==> config.mk <==
export PLATFORM = sky130hd
export DESIGN_NAME = mem_req_arbiter
export DESIGN_NICKNAME = d
export VERILOG_FILES = /design/src/rtl/mem_req_arbiter_pkg.sv /design/src/rtl/mem_load_ext.sv /design/src/rtl/mem_req_arbiter.sv
export SDC_FILE = /design/constraint.sdc
export NUM_CORES = 1
export LEC_CHECK = 0
export CORE_AREA = 2 2 122 124
export CTS_BUF_LIST = sky130_fd_sc_hd__clkbuf_4
export CTS_CLUSTER_SIZE = 10
export DETAILED_ROUTE_END_ITERATION = 12
export DIE_AREA = 0 0 124 126
export GPL_ROUTABILITY_DRIVEN = 0
export MAX_ROUTING_LAYER = met4
export PLACE_DENSITY_LB_ADDON = 0.2
export SYNTH_ARGS = -nofsm -noshare
export SYNTH_HDL_FRONTEND = slang
export SYNTH_SLANG_ARGS = --single-unit
==> constraint.sdc <==
create_clock -name clk -period 4.3 [get_ports clk]
set_input_delay 0.86 -clock clk [delete_from_list [all_inputs] [get_ports clk]]
set_output_delay 0.86 -clock clk [all_outputs]
set_load 0.005 [all_outputs]
==> src/rtl/mem_req_arbiter_pkg.sv <==
// mem_req_arbiter_pkg: shared constants for the memory request arbiter.
//   state_e    - arbiter FSM states
//   owner_e    - which requester owns the in-flight transaction
//   BYTES_*    - legal byte counts for loads and stores
//   norm_bytes - maps any byte count other than 1 or 2 onto 4
package mem_req_arbiter_pkg;

  typedef enum logic [1:0] {
    StIdle  = 2'd0,
    StIssue = 2'd1,
    StWait  = 2'd2,
    StResp  = 2'd3
  } state_e;

  typedef enum logic [1:0] {
    OWN_NONE = 2'd0,
    OWN_IF   = 2'd1,
    OWN_LD   = 2'd2,
    OWN_ST   = 2'd3
  } owner_e;

  localparam logic [2:0] BYTES_1 = 3'd1;
  localparam logic [2:0] BYTES_2 = 3'd2;
  localparam logic [2:0] BYTES_4 = 3'd4;

  function automatic logic [2:0] norm_bytes(input logic [2:0] bytes);
    if (bytes == BYTES_1 || bytes == BYTES_2) begin
      return bytes;
    end
    return BYTES_4;
  endfunction

endpackage

==> src/rtl/mem_load_ext.sv <==
// mem_load_ext: combinational load-data extender.
//   i_raw    - raw controller read data, low bytes valid
//   i_bytes  - byte count (1, 2; anything else passes the word through)
//   i_signed - 1 = sign-extend, 0 = zero-extend
//   o_data   - extended word
module mem_load_ext #(
  parameter int unsigned DATA_W = 32
) (
  input  logic [DATA_W-1:0] i_raw,
  input  logic [2:0]        i_bytes,
  input  logic              i_signed,
  output logic [DATA_W-1:0] o_data
);
  import mem_req_arbiter_pkg::*;

  always_comb begin
    o_data = i_raw;
    case (i_bytes)
      BYTES_1: o_data = {{(DATA_W - 8){i_signed & i_raw[7]}}, i_raw[7:0]};
      BYTES_2: o_data = {{(DATA_W - 16){i_signed & i_raw[15]}}, i_raw[15:0]};
      default: o_data = i_raw;
    endcase
  end

endmodule

==> src/rtl/mem_req_arbiter.sv <==
// mem_req_arbiter: single-owner arbiter in front of the byte-serial memory controller.
// Grants one of fetch/load/store (store > load > fetch), issues one command, waits for
// mc_done and returns the result to the owner with a one-cycle ack. Fetch/load results
// are squashed when a flush hits the transaction in flight.
//   clk, rst (sync, active-high), i_rdy (global enable), i_flush
//   i_if_*  / o_if_*  - instruction fetch port
//   i_ld_*  / o_ld_*  - load port (sign/zero extension done here)
//   i_st_*  / o_st_ack - store port
//   o_mc_*  / i_mc_*  - controller command and completion
// Build option: define ARB_STARVE_GUARD_EN to force a fetch grant after STARVE_LIMIT
// consecutive load/store grants while a fetch waits.
module mem_req_arbiter #(
  parameter int unsigned ADDR_W       = 32,
  parameter int unsigned DATA_W       = 32,
  parameter int unsigned STARVE_LIMIT = 4
) (
  input  logic              clk,
  input  logic              rst,
  input  logic              i_rdy,
  input  logic              i_flush,
  input  logic              i_if_req,
  input  logic [ADDR_W-1:0] i_if_addr,
  output logic              o_if_ack,
  output logic [DATA_W-1:0] o_if_data,
  input  logic              i_ld_req,
  input  logic [ADDR_W-1:0] i_ld_addr,
  input  logic [2:0]        i_ld_bytes,
  input  logic              i_ld_signed,
  output logic              o_ld_ack,
  output logic [DATA_W-1:0] o_ld_data,
  input  logic              i_st_req,
  input  logic [ADDR_W-1:0] i_st_addr,
  input  logic [DATA_W-1:0] i_st_data,
  input  logic [2:0]        i_st_bytes,
  output logic              o_st_ack,
  output logic              o_mc_valid,
  output logic              o_mc_wr,
  output logic [ADDR_W-1:0] o_mc_addr,
  output logic [DATA_W-1:0] o_mc_data,
  output logic [2:0]        o_mc_bytes,
  input  logic              i_mc_done,
  input  logic [DATA_W-1:0] i_mc_rdata
);
  import mem_req_arbiter_pkg::*;

  state_e            r_state;
  owner_e            r_owner;
  logic              r_kill;
  logic              r_signed;
  logic [2:0]        r_bytes;
  logic              r_mc_valid;
  logic              r_mc_wr;
  logic [ADDR_W-1:0] r_mc_addr;
  logic [DATA_W-1:0] r_mc_data;
  logic              r_if_ack;
  logic              r_ld_ack;
  logic              r_st_ack;
  logic [DATA_W-1:0] r_if_data;
  logic [DATA_W-1:0] r_ld_data;

  logic              w_force_if;
  logic              w_grant_if;
  logic              w_grant_ld;
  logic              w_grant_st;
  logic              w_kill_now;
  logic [DATA_W-1:0] w_ext_data;

`ifdef ARB_STARVE_GUARD_EN
  localparam int unsigned CntW = $clog2(STARVE_LIMIT + 1);
  localparam logic [CntW-1:0] StarveMax = CntW'(STARVE_LIMIT);

  logic [CntW-1:0] r_starve_cnt;

  assign w_force_if = (r_starve_cnt == StarveMax) && i_if_req && !i_flush;

  // Counts load/store grants that bypassed a waiting fetch.
  always_ff @(posedge clk) begin
    if (rst) begin
      r_starve_cnt <= '0;
    end else if (i_rdy) begin
      if (!i_if_req || w_grant_if) begin
        r_starve_cnt <= '0;
      end else if ((w_grant_st || w_grant_ld) && (r_starve_cnt != StarveMax)) begin
        r_starve_cnt <= r_starve_cnt + 1'b1;
      end
    end
  end
`else
  logic w_unused_starve_limit;
  assign w_unused_starve_limit = ^STARVE_LIMIT;
  assign w_force_if = 1'b0;
`endif

  always_comb begin
    w_grant_if = 1'b0;
    w_grant_ld = 1'b0;
    w_grant_st = 1'b0;
    if (r_state == StIdle) begin
      if (w_force_if) begin
        w_grant_if = 1'b1;
      end else if (i_st_req) begin
        w_grant_st = 1'b1;
      end else if (i_ld_req && !i_flush) begin
        w_grant_ld = 1'b1;
      end else if (i_if_req && !i_flush) begin
        w_grant_if = 1'b1;
      end
    end
  end

  // Stores are architecturally committed, so a flush never squashes them.
  assign w_kill_now = i_flush && (r_owner != OWN_ST);

  mem_load_ext #(
    .DATA_W (DATA_W)
  ) u_load_ext (
    .i_raw    (i_mc_rdata),
    .i_bytes  (r_bytes),
    .i_signed (r_signed),
    .o_data   (w_ext_data)
  );

  always_ff @(posedge clk) begin
    if (rst) begin
      r_state    <= StIdle;
      r_owner    <= OWN_NONE;
      r_kill     <= 1'b0;
      r_signed   <= 1'b0;
      r_bytes    <= '0;
      r_mc_valid <= 1'b0;
      r_mc_wr    <= 1'b0;
      r_mc_addr  <= '0;
      r_mc_data  <= '0;
      r_if_ack   <= 1'b0;
      r_ld_ack   <= 1'b0;
      r_st_ack   <= 1'b0;
      r_if_data  <= '0;
      r_ld_data  <= '0;
    end else if (i_rdy) begin
      r_mc_valid <= 1'b0;
      r_if_ack   <= 1'b0;
      r_ld_ack   <= 1'b0;
      r_st_ack   <= 1'b0;
      case (r_state)
        StIdle: begin
          if (w_grant_st) begin
            r_owner    <= OWN_ST;
            r_mc_wr    <= 1'b1;
            r_mc_addr  <= i_st_addr;
            r_mc_data  <= i_st_data;
            r_bytes    <= norm_bytes(i_st_bytes);
            r_signed   <= 1'b0;
            r_mc_valid <= 1'b1;
            r_state    <= StIssue;
          end else if (w_grant_ld) begin
            r_owner    <= OWN_LD;
            r_mc_wr    <= 1'b0;
            r_mc_addr  <= i_ld_addr;
            r_mc_data  <= '0;
            r_bytes    <= norm_bytes(i_ld_bytes);
            r_signed   <= i_ld_signed;
            r_mc_valid <= 1'b1;
            r_state    <= StIssue;
          end else if (w_grant_if) begin
            r_owner    <= OWN_IF;
            r_mc_wr    <= 1'b0;
            r_mc_addr  <= i_if_addr;
            r_mc_data  <= '0;
            r_bytes    <= BYTES_4;
            r_signed   <= 1'b0;
            r_mc_valid <= 1'b1;
            r_state    <= StIssue;
          end
        end
        StIssue: begin
          if (w_kill_now) r_kill <= 1'b1;
          r_state <= StWait;
        end
        StWait: begin
          if (w_kill_now) r_kill <= 1'b1;
          if (i_mc_done) begin
            r_state <= StResp;
            // A flush on the completion cycle itself also squashes the result.
            if (!(r_kill || w_kill_now)) begin
              case (r_owner)
                OWN_IF: begin
                  r_if_ack  <= 1'b1;
                  r_if_data <= i_mc_rdata;
                end
                OWN_LD: begin
                  r_ld_ack  <= 1'b1;
                  r_ld_data <= w_ext_data;
                end
                OWN_ST:  r_st_ack <= 1'b1;
                default: ;
              endcase
            end
          end
        end
        StResp: begin
          r_kill  <= 1'b0;
          r_state <= StIdle;
        end
        default: r_state <= StIdle;
      endcase
    end
  end

  assign o_if_ack   = r_if_ack;
  assign o_if_data  = r_if_data;
  assign o_ld_ack   = r_ld_ack;
  assign o_ld_data  = r_ld_data;
  assign o_st_ack   = r_st_ack;
  assign o_mc_valid = r_mc_valid;
  assign o_mc_wr    = r_mc_wr;
  assign o_mc_addr  = r_mc_addr;
  assign o_mc_data  = r_mc_data;
  assign o_mc_bytes = r_bytes;

endmodule

; ---- Word-level counts from Yosys, hierarchy flattened
; Index checks and enable logic that the tools add are counted.
[word_totals]
wordCells = 113
out_inout_bits = 136
register_bits = 142
in_bits = 175
[classes]
n_eq_ne = 16
bitwise = 3
mux = 64
n_reduce_logical = 16
[ops]
columns = cell, n
row1 = 32-bit two-way mux, 6
row2 = 32-bit case mux with 2 select lines, 1
row3 = 1-bit two-way mux, 42
row4 = 3-bit two-way mux, 7
row5 = 2-bit two-way mux, 6
row6 = 5-bit AND reduction, 2
row7 = "3-bit by 1-bit == test with 1-bit output, second input constant", 3
row8 = "3-bit by 2-bit == test with 1-bit output, second input constant", 3
row9 = 3-bit AND reduction, 3
row10 = "2-bit == test, second input constant", 4
row11 = 2-bit case mux with 4 select lines, 1
row12 = "2-bit by 1-bit == test with 1-bit output, second input constant", 2
row13 = "2-bit inequality test, second input constant", 2
row14 = "4-bit inequality test, second input constant", 1
row15 = 1-bit logical AND, 3
row16 = 1-bit logical OR, 3
row17 = 3-bit nonzero test, 1
row18 = 1-bit bitwise AND, 2
row19 = 2-bit logical NOT, 1
row20 = "2-bit by 1-bit inequality test with 1-bit output, second input constant", 1
row21 = 1-bit case mux with 2 select lines, 1
row22 = 2-bit nonzero test, 1
row23 = 2-bit OR reduction, 1
row24 = 1-bit logical NOT, 1
row25 = 1-bit NOT, 1

; ---- Longest topological paths before layout
; Gate-level depths: netlist of the first run.
[logic_depth]
word_depth = 13
depth_mapped = 9
ltp_nobuf = 6

; ---- Hierarchy
; From an unflattened synthesis of the first run, not the netlist that was laid out.
[unflattened]
hier_cells = 701
hier_area_um2 = 6144.6
[modules_own_cells]
columns = mod, cells_each, area_each_um2, instances
row1 = mem_req_arbiter, 657, 5795.6, 1
row2 = mem_load_ext, 44, 349.1, 1

; ---- Worst setup path before layout of the first run
; No wires, ideal clock.
[synth_timing]
path_kind = input to register
from = input port i_rdy
to = register r_ld_data[21], in the netlist o_ld_data[21]
path_stages = 5
n_path_buf = 1
setup_time_ns = 0.140
setup_slack_ns = 2.359
arrival_time_ns = 1.800
required_time_ns = 4.160
cell_sequence = and4b_2 > nand3_4 > nor3_4 > buf_8 > a211oi_2
[synth_via]
elab_chain_cells = 1
[synth_lines]
columns = item, line_no
row1 = from (decl), mem_req_arbiter.sv:19  ; input logic i_rdy,
row2 = 5-bit AND reduction (no source line), --
row3 = to (signal assigned), mem_req_arbiter.sv:192  ; r_ld_data <= w_ext_data;
row4 = to (decl), mem_req_arbiter.sv:59  ; logic [DATA_W-1:0] r_ld_data;
; No other way between the ends.
; A chain may end at the register's enable or synchronous reset.

; ---- Worst setup path in the final report of the first run
[layout_timing]
from = input port i_rdy
to = register r_ld_data[19], in the netlist o_ld_data[19]
; Same word-level chain as after synthesis.

==> impl_metrics.py, run 1 <==
metrics = {
    "pwr": {
        "ir_worst_vdd_mv": 0.153,
        "p_per_area_nw_per_um2": 320,
        "cellLeakagePower_nw": 3.17,
        "power_mw": 2.95,
    },
    "timing": {
        "hold_violations": 0,
        "period_share_pct": 58.6,
        "slew_violations": 0,
        "period_needed_ns": 2.52,
        "whs_ns": 0.459,
        "worstMarginPinSlew_ns": 1.14,
        "rsz0062_at_grt": "no",
        "fmaxAchievable_ghz": 0.397,
        "tns_ns": 0,
        "relSlewSlack_pct": 23.8,
        "clock_skew_ns": 0.0154,
        "finalSetupViolCount": 0,
    },
    "grt": {
        "antenna_found_initial": 1,
        "grt_pass1_vias": 5559,
        "grt_max_degree": 102,
        "grtUsageTotal_pct": 24.0,
        "grt_pass1_wl_mm": 28.2,
        "overflow": 0,
    },
    "critical_path": {
        "worstSetupEndpointType": "register",
        "criticalPathCategory": "input port to register",
        "reg2reg_slack_ns": 2.02,
        "cp_slowest_cell": "nor3_4",
        "cp_num_buf_inv": 1,
        "cp.arrival_ns": 2.88,
        "crit_required_ns": 4.66,
        "r2r-start": "r_state[0]",
        "rr_endpoint": "o_mc_bytes[0]",
        "cp-start-kind": "input port",
        "reg2reg_depth": 6,
        "worstPathMaxFanout": 18,
        "critPathTopFamily": "simple AND/OR/NAND/NOR gates",
        "cpPeakStageDelay_ns": 0.73,
        "worstPathCellList": "clkdlybuf4s50_1, and4b_2, nand3_4, nor3_4, a211oi_1",
    },
    "placed_design": {
        "port-buffer-count": 310,
        "place_area_um2": 8880,
        "dp_hpwl_mm": 13.3,
    },
    "layout": {
        "fin_nets": 1121,
        "stdcell_area_um2": 9210,
        "drive_above_1_share_pct": 6.07,
        "area_growth_pct": 61.7,
    },
    "synthesis": {
        "synth_commonest_cells": "142 x dfxtp_1, 139 x nand2_1, 80 x a21oi_1",
        "synth_cell_type_count": 44,
        "synth-seq-cells": 142,
        "synthCells": 662,
        "syn-num-nets": 840,
        "syn_area_um2": 5700,
        "synth_top_area_share_pct": 49.9,
        "synth_largest_area_cell": "dfxtp_1",
        "yosysMostFrequentCell": "dfxtp_1",
        "synth.area.top_cells": "dfxtp_1 50%, nand2_1 9.2%, a21oi_1 7.0%",
        "synthFlopType": "dfxtp_1",
        "ys_warn_count": 0,
        "synth_edf_count": 0,
        "synthArstFlopShare_pct": 0,
        "syn_avg_cell_area_um2": 8.61,
        "yosysSeqAreaShare_pct": 49.9,
    },
    "die": {
        "start_util_pct": 39.8,
        "coreArea_um2": 14300,
        "rows": 44,
        "chipWidth_um": 124,
        "ios": 311,
        "die_area_um2": 15600,
        "die_h_um": 126,
    },
    "job": {
        "maxCapViolations": 0,
    },
    "drt": {
        "wl_per_cell_um": 16.0,
        "ant_nets": 0,
        "vias": 5748,
        "wl_mm": 18.3,
        "drt_iter0_markers": 306,
        "vias_per_cell": 5.04,
        "drc": 0,
        "first_pass_iters": 4,
    },
    "min_path": {
        "min_to": "o_mc_addr[26]",
        "hp-start": "o_mc_addr[26]",
        "holdPathStages": 2,
        "hp-class": "register to register",
    },
    "clock_tree": {
        "cts_setup_buffers": 0,
        "clock-sinks": 142,
        "clk_pin_slew_ns": 0.12,
        "h-tree-depth": 4,
        "cts_resized": 0,
        "cts_tree": "yes",
        "holdBufCountCts": 0,
        "clock_latency_ns": 0.53,
        "clockBufferDepth": 2,
        "root_buffer": "clkbuf_4",
        "cts_buffers": 17,
    },
    "status": {
        "status": "finished clean",
    },
}
==> cells by family after synthesis <==
kind of cell | count (synthesis) | share of synthesized area (%)
compound gates | 213 | 26.1
simple gates | 237 | 17.7
fa+ha+maj | 3 | 0.659
flops | 142 | 49.9
buf+inv | 62 | 4.81
mux | 2 | 0.373
xor+xnor | 3 | 0.461
==> sequential cells by signal (all words and copies together), names as in the netlist <==
signal,cells
o_if_ack,1
o_if_data,32
o_ld_ack,1
o_ld_data,32
o_mc_addr,32
o_mc_bytes,3
o_mc_data,32
o_mc_valid,1
o_mc_wr,1
o_st_ack,1
r_kill,1
r_owner,2
r_signed,1
r_state,2
==> layout make-up <==
class,count,area [um2]
fillers,1267,5100
repair buffers,319,3180
flip-flops and latches,142,2840
multi-input cells,458,2610
well taps,184,230
clock inverters,13,195
clock buffers,18,135
inverters,5,18.8
diodes,2,5.00
==> cell usage in the layout (no fill, tap or decap), types with 10 or more instances in the layout <==
cell               n
o22a_1            32
a211oi_2          10
clkbuf_4          18
nor2_1            66
a22oi_1           33
o211ai_1          32
a211oi_1          17
clkdlybuf4s50_1  309
dfxtp_1          142
nand2_1          139
a21oi_1           79
nor3_1            11
==> worst max-delay path by stage <==
stage              from             to  slack (ns)  depth (start not counted)
6_report          i_rdy  o_ld_data[19]        1.78                          5
5_1_grt        i_st_req  o_mc_bytes[0]        1.59                          5
4_1_cts           i_rdy  o_ld_data[19]        1.80                          5
3_5_place_dp      i_rdy  o_ld_data[19]        1.19                          5
3_3_place_gp      i_rdy  o_ld_data[17]        1.26                          5
2_1_floorplan     i_rdy  o_ld_data[21]        2.36                          5
==> per-stage QoR <==
step | cells | setup slack (ns) | util [%]
floorplan | 662 | 2.36 | -
CTS | 1139 | 1.80 | 64.3
global route | 1141 | 1.59 | 64.4
finish | 1141 | 1.78 | 64.4
detailed placement | 1108 | 1.19 | 62.0
global placement | 1108 | 1.26 | 62.0
==> worst register-to-register path: stages, from the launching register on <==
cell	delay, ns
dfxtp_1	0.33
inv_1	0.10
ha_1	0.30
nand2_1	0.70
nor4b_1	0.52
nor3_1	0.08
nor3_1	0.18
==> layer usage <==
| metal | vias up | part of all wire, % | GRT usage [%] | wire length [um] |
|---|---|---|---|---|
| met1 | 2604 | 40 | 27.2 | 7230 |
| met4 | 0 | 2.6 | 9.72 | 469 |
| li1 | 2900 | - | - | - |
| met5 | - | 0 | - | 0 |
| met2 | 214 | 50 | 39.7 | 9190 |
| met3 | 30 | 7.7 | 6.70 | 1400 |
==> where the power goes <==
part           switching [mW]  internal (mW)
registers              0.0309           1.37
logic                   0.241          0.313
clock network           0.473          0.517
No activity file was read; power rests on OpenSTA's default activity.
==> run 2, diff against run 1 <==
Settings changed: CORE_AREA 2 2 122 124 to not set, CORE_UTILIZATION set to 36, DIE_AREA 0 0 124 126 to not set.
Clock period 4.3 ns to 2.2 ns, I/O delays scaled along.
==> run 2 against run 1 <==
Net effect:
- cell area increased by 2.2%
- sequential share of layout area decreased by 0.68 points
- power increased by 93%
- sequential power increased by 96%
- clock power increased by 81%
- routed wire length increased by 1.1%
- via count increased by 1.4%
- sequential cell count unchanged
- combinational power increased by 110%
==> impl_metrics.py, run 2 (synthesis gave the netlist of run 1 again) <==
metrics = {
    "critical_path": {
        "cpPeakStageDelay_ns": 0.55,
        "reg2reg_slack_ns": 0.37,
        "r2r-start": "o_mc_bytes[0]",
        "cp_num_buf_inv": 1,
        "reg2reg_depth": 5,
        "cp_slowest_cell": "clkdlybuf4s50_1",
        "endpoint": "o_mc_bytes[1]",
        "criticalPathCategory": "register to output port",
        "cp.arrival_ns": 1.48,
        "critPathTopFamily": "buffers and inverters",
        "rr_endpoint": "o_ld_data[19]",
        "cp_num_cells": 1,
        "cp-start-kind": "register",
        "worstPathMaxFanout": 5,
        "crit_required_ns": 1.76,
        "worstSetupEndpointType": "output port",
        "worstSetupStartpoint": "o_mc_bytes[1]",
        "worstPathCellList": "clkdlybuf4s50_1",
    },
    "grt": {
        "grtUsageTotal_pct": 23.4,
        "grt_max_degree": 57,
        "grt_pass1_wl_mm": 28.9,
        "overflow": 0,
        "grt_pass1_vias": 5603,
        "antenna_found_initial": 1,
    },
    "drt": {
        "first_pass_iters": 5,
        "ant_nets": 0,
        "vias_per_cell": 4.93,
        "vias": 5828,
        "wl_mm": 18.5,
        "drt_iter0_markers": 314,
        "wl_per_cell_um": 15.7,
        "drc": 0,
    },
    "timing": {
        "rsz0062_at_grt": "no",
        "period_share_pct": 87.3,
        "clock_skew_ns": 0.0197,
        "tns_ns": 0,
        "period_needed_ns": 1.92,
        "fmaxAchievable_ghz": 0.521,
        "worst_slack_ns": 0.280,
        "hold_violations": 0,
        "relSlewSlack_pct": 68.6,
        "worstMarginPinSlew_ns": 0.470,
        "slew_violations": 0,
        "finalSetupViolCount": 0,
    },
    "clock_tree": {
        "holdBufCountCts": 0,
        "h-tree-depth": 4,
        "cts_tree": "yes",
        "root_buffer": "clkbuf_4",
        "clk_pin_slew_ns": 0.12,
        "cts_resized": 0,
        "clock-sinks": 142,
        "clock_latency_ns": 0.52,
        "clockBufferDepth": 2,
        "cts_buffers": 17,
        "cts_setup_buffers": 0,
    },
    "pwr": {
        "pwr-share-comb_pct": 20.1,
        "ir_worst_vdd_mv": 0.291,
        "switchingPower_mw": 1.51,
        "switching_share_pct": 26.6,
        "cellLeakagePower_nw": 3.24,
        "clockPowerShare_pct": 31.6,
        "p_per_area_nw_per_um2": 602,
        "pwr-share-seq_pct": 48.3,
        "cell_internal_pwr_mw": 4.17,
    },
    "placed_design": {
        "post-place-ws_ns": 0.00848,
        "port-buffer-count": 310,
        "dp_hpwl_mm": 13.5,
    },
    "layout": {
        "n_fill_cell": 1403,
        "area_growth_pct": 65.3,
        "final_core_util_pct": 61.5,
        "layout_commonest_cell": "clkdlybuf4s50_1",
        "mostFrequentLayoutCells": "309 x clkdlybuf4s50_1, 142 x dfxtp_1, 139 x nand2_1",
        "drive_above_1_share_pct": 7.64,
        "fin_nets": 1133,
    },
    "die": {
        "start_util_pct": 37.2,
        "ios": 311,
        "coreArea_um2": 15300,
        "die_h_um": 128,
        "rows": 45,
        "die_area_um2": 16300,
        "chipWidth_um": 128,
    },
    "status": {
        "status": "finished clean",
    },
    "job": {
        "maxCapViolations": 0,
    },
    "min_path": {
        "hp-class": "input port to register",
    },
}
==> run 2: cell count changes in the layout (fill, tap and decap cells not counted) <==
cell        previous run  this run
buf_12                 1         9
buf_4                  9        13
bufinv_16              5         3
clkbuf_4              18        20
clkinv_1               3         0
clkinv_2               2         0
clkinv_4               0         2
clkinvlp_4             2         5
inv_6                  1         2
==> run 2: metal layers <==
metal  up-vias  wire (um)  GRT usage [%]
met5         -          0              -
met4         0        282           8.24
met3        20       1230           6.01
met2       228       9390           39.2
met1      2652       7590           27.2
li1       2928          -              -
==> run 2: per-stage QoR <==
stage / std cells / cell area, um2 / power (mW) / hold WS, ns
floorplan: 662 / 5700 / 3.24 / 0.445
global placement: 1147 / 9100 / 3.94 / 0.441
detailed placement: 1147 / 9100 / 3.95 / 0.445
CTS: 1179 / 9420 / 5.77 / 0.149
global route: 1181 / 9420 / 5.96 / 0.168
finish: 1181 / 9420 / 5.67 / 0.216
==> run 2: worst min path at each step <==
stage	start	to	slack [ns]	cells after the start
2_1_floorplan	r_signed	r_signed	0.45	2
3_3_place_gp	o_mc_addr[2]	o_mc_addr[2]	0.44	2
3_5_place_dp	o_if_data[14]	o_if_data[14]	0.45	2
4_1_cts	rst	o_if_data[18]	0.15	2
5_1_grt	rst	o_if_data[18]	0.17	2
6_report	rst	o_if_data[18]	0.22	2
==> run 2: area by class of cell <==
type / count / area [um2] / share of cell area [%]
well taps: 211 / 264 / 2.80
clock buffers: 20 / 150 / 1.59
multi-input cells: 458 / 2610 / 27.7
repair buffers: 331 / 3370 / 35.8
diodes: 2 / 5.00 / 0.0531
clock inverters: 12 / 163 / 1.73
inverters: 5 / 18.8 / 0.199
flip-flops and latches: 142 / 2840 / 30.2
==> run 2: power groups by stage <==
stage                     combinational, mW  sequential [mW]  clock (mW)
after global placement                 1.15             2.80           0
after floorplan                       0.443             2.80           0
after global routing                   1.23             2.76        1.97
after CTS                              1.15             2.74        1.87
after detailed placement               1.15             2.80           0
final                                  1.14             2.74        1.79
==> run 2: worst reg2reg max path, cell delays in order, from the launching register on <==
cell and delay [ns]:
dfxtp_1 0.41, or3b_1 0.59, nor2_8 0.28, nor3_4 0.08, buf_12 0.16, a211oi_1 0.24
==> run 3, diff against run 2 <==
Settings changed: CORE_MARGIN set to 5.
==> run 3 against run 2 <==
Net effect:
- count of clock-buffer cells in the layout decreased by 1
- power decreased by 2.5%
- cell area about the same
- largest power group unchanged
- largest cell class unchanged
- cell count up 0.59%
- die area up 13%
==> impl_metrics.py, run 3 (synthesis gave the netlist of run 1 again) <==
metrics = {
    "critical_path": {
        "criticalPathCategory": "register to output port",
        "r2r-start": "r_state[0]",
        "worstPathMaxFanout": 5,
        "worstSetupEndpointType": "output port",
        "rr_endpoint": "o_mc_addr[10]",
        "cp-start-kind": "register",
        "reg2reg_depth": 7,
        "critPathTopFamily": "buffers and inverters",
        "crit_required_ns": 1.76,
        "cp.arrival_ns": 1.52,
        "reg2reg_slack_ns": 0.29,
        "cp_num_buf_inv": 1,
        "worstPathCellList": "clkdlybuf4s50_1",
        "cp_slowest_cell": "clkdlybuf4s50_1",
        "cpPeakStageDelay_ns": 0.57,
    },
    "clock_tree": {
        "cts_setup_buffers": 0,
        "clk_pin_slew_ns": 0.11,
        "root_buffer": "clkbuf_4",
        "clockBufferDepth": 2,
        "holdBufCountCts": 0,
        "cts_resized": 0,
        "h-tree-depth": 4,
        "cts_tree": "yes",
        "clock_latency_ns": 0.54,
        "clock-sinks": 142,
        "cts_buffers": 17,
    },
    "timing": {
        "clock_skew_ns": 0.0158,
        "relSlewSlack_pct": 67.6,
        "tns_ns": 0,
        "period_needed_ns": 1.96,
        "worstMarginPinSlew_ns": 0.486,
        "whs_ns": 0.323,
        "period_share_pct": 88.9,
        "slew_violations": 0,
        "finalSetupViolCount": 0,
        "fmaxAchievable_ghz": 0.511,
        "rsz0062_at_grt": "no",
        "hold_violations": 0,
    },
    "drt": {
        "ant_nets": 0,
        "vias": 5848,
        "first_pass_iters": 4,
        "drc": 0,
        "drt_iter0_markers": 206,
        "vias_per_cell": 4.92,
        "wl_per_cell_um": 16.9,
        "wl_mm": 20.1,
    },
    "pwr": {
        "power_mw": 5.53,
        "p_per_area_nw_per_um2": 588,
        "ir_worst_vdd_mv": 0.297,
        "cellLeakagePower_nw": 3.25,
    },
    "layout": {
        "layout_commonest_cell": "clkdlybuf4s50_1",
        "fin_nets": 1137,
        "register_area_um2": 2840,
        "n_fill_cell": 1457,
        "mostFrequentLayoutCells": "309 x clkdlybuf4s50_1, 142 x dfxtp_1, 139 x nand2_1",
        "stdcell_area_um2": 9420,
        "drive_above_1_share_pct": 7.83,
        "final_core_util_pct": 59.9,
        "area_growth_pct": 65.2,
        "multiInputGateArea_um2": 2610,
    },
    "placed_design": {
        "dp_hpwl_mm": 14.8,
        "port-buffer-count": 310,
        "place_area_um2": 9150,
    },
    "die": {
        "die_area_um2": 18400,
        "coreArea_um2": 15700,
        "ios": 311,
        "start_util_pct": 36.3,
        "die_h_um": 136,
        "rows": 46,
        "chipWidth_um": 136,
    },
    "min_path": {
        "hp-class": "input port to register",
        "min_to": "r_kill",
        "hp-start": "rst",
        "holdPathStages": 2,
    },
    "grt": {
        "overflow": 0,
        "use_met2_pct": 36.2,
        "grtUsageTotal_pct": 21.5,
        "grt_max_degree": 44,
        "use_met3_pct": 6.77,
        "grt_pass1_wl_mm": 30.2,
        "busiest_layer": "met2",
        "grt_pass1_vias": 5803,
        "use_met1_pct": 24.2,
        "antenna_found_initial": 1,
    },
    "job": {
        "maxCapViolations": 0,
    },
    "status": {
        "status": "finished clean",
    },
}
==> run 3: cell types whose count changed in the layout (fill, tap and decap cells not counted) <==
cell / before / now
clkinv_2: 0 / 5
buf_4: 13 / 16
clkinvlp_4: 5 / 2
buf_12: 9 / 10
bufinv_16: 3 / 2
clkbuf_4: 20 / 19
clkinv_1: 0 / 1
clkinv_4: 2 / 1
diode_2: 2 / 1
inv_6: 2 / 1
==> run 3: worst max path at each step <==
stage	end	cells past startpoint	startpoint	slack, ns
finish	o_mc_bytes[0]	1	o_mc_bytes[0]	0.24
global route	o_mc_addr[12]	7	r_state[0]	0.11
CTS	o_mc_bytes[0]	1	o_mc_bytes[0]	0.16
detailed placement	o_ld_data[20]	6	i_rdy	0.06
global placement	o_mc_addr[10]	6	i_flush	0.1
floorplan	o_ld_data[21]	7	r_state[0]	0.58
==> run 3: stage by stage <==
stage / setup WS [ns] / instances
6_report: 0.243 / 1188
5_1_grt: 0.113 / 1188
4_1_cts: 0.165 / 1187
3_5_place_dp: 0.0584 / 1156
3_3_place_gp: 0.0991 / 1156
2_1_floorplan: 0.582 / 662
==> run 3: power breakdown <==
group | total, mW | leakage, nW | internal [mW] | switching, mW
logic | 1.16 | 1.96 | 0.666 | 0.495
clock network | 1.63 | 0.146 | 0.684 | 0.951
registers | 2.74 | 1.15 | 2.68 | 0.0625
total | 5.53 | 3.25 | 4.03 | 1.51
==> run 3: layout make-up <==
cell class | count | area share (%)
clock inverter | 12 | 1.29
timing repair buffer | 335 | 36.2
clock buffer | 19 | 1.51
inverter | 5 | 0.199
sequential | 142 | 30.2
tap | 216 | 2.87
multi-input combinational | 458 | 27.7
antenna | 1 | 0.0266
==> run 3: routing by layer <==
metal | wire [um] | part of all wire [%]
met1 | 8070 | 40
met2 | 9840 | 49
met3 | 1690 | 8.4
met4 | 463 | 2.3
met5 | 0 | 0
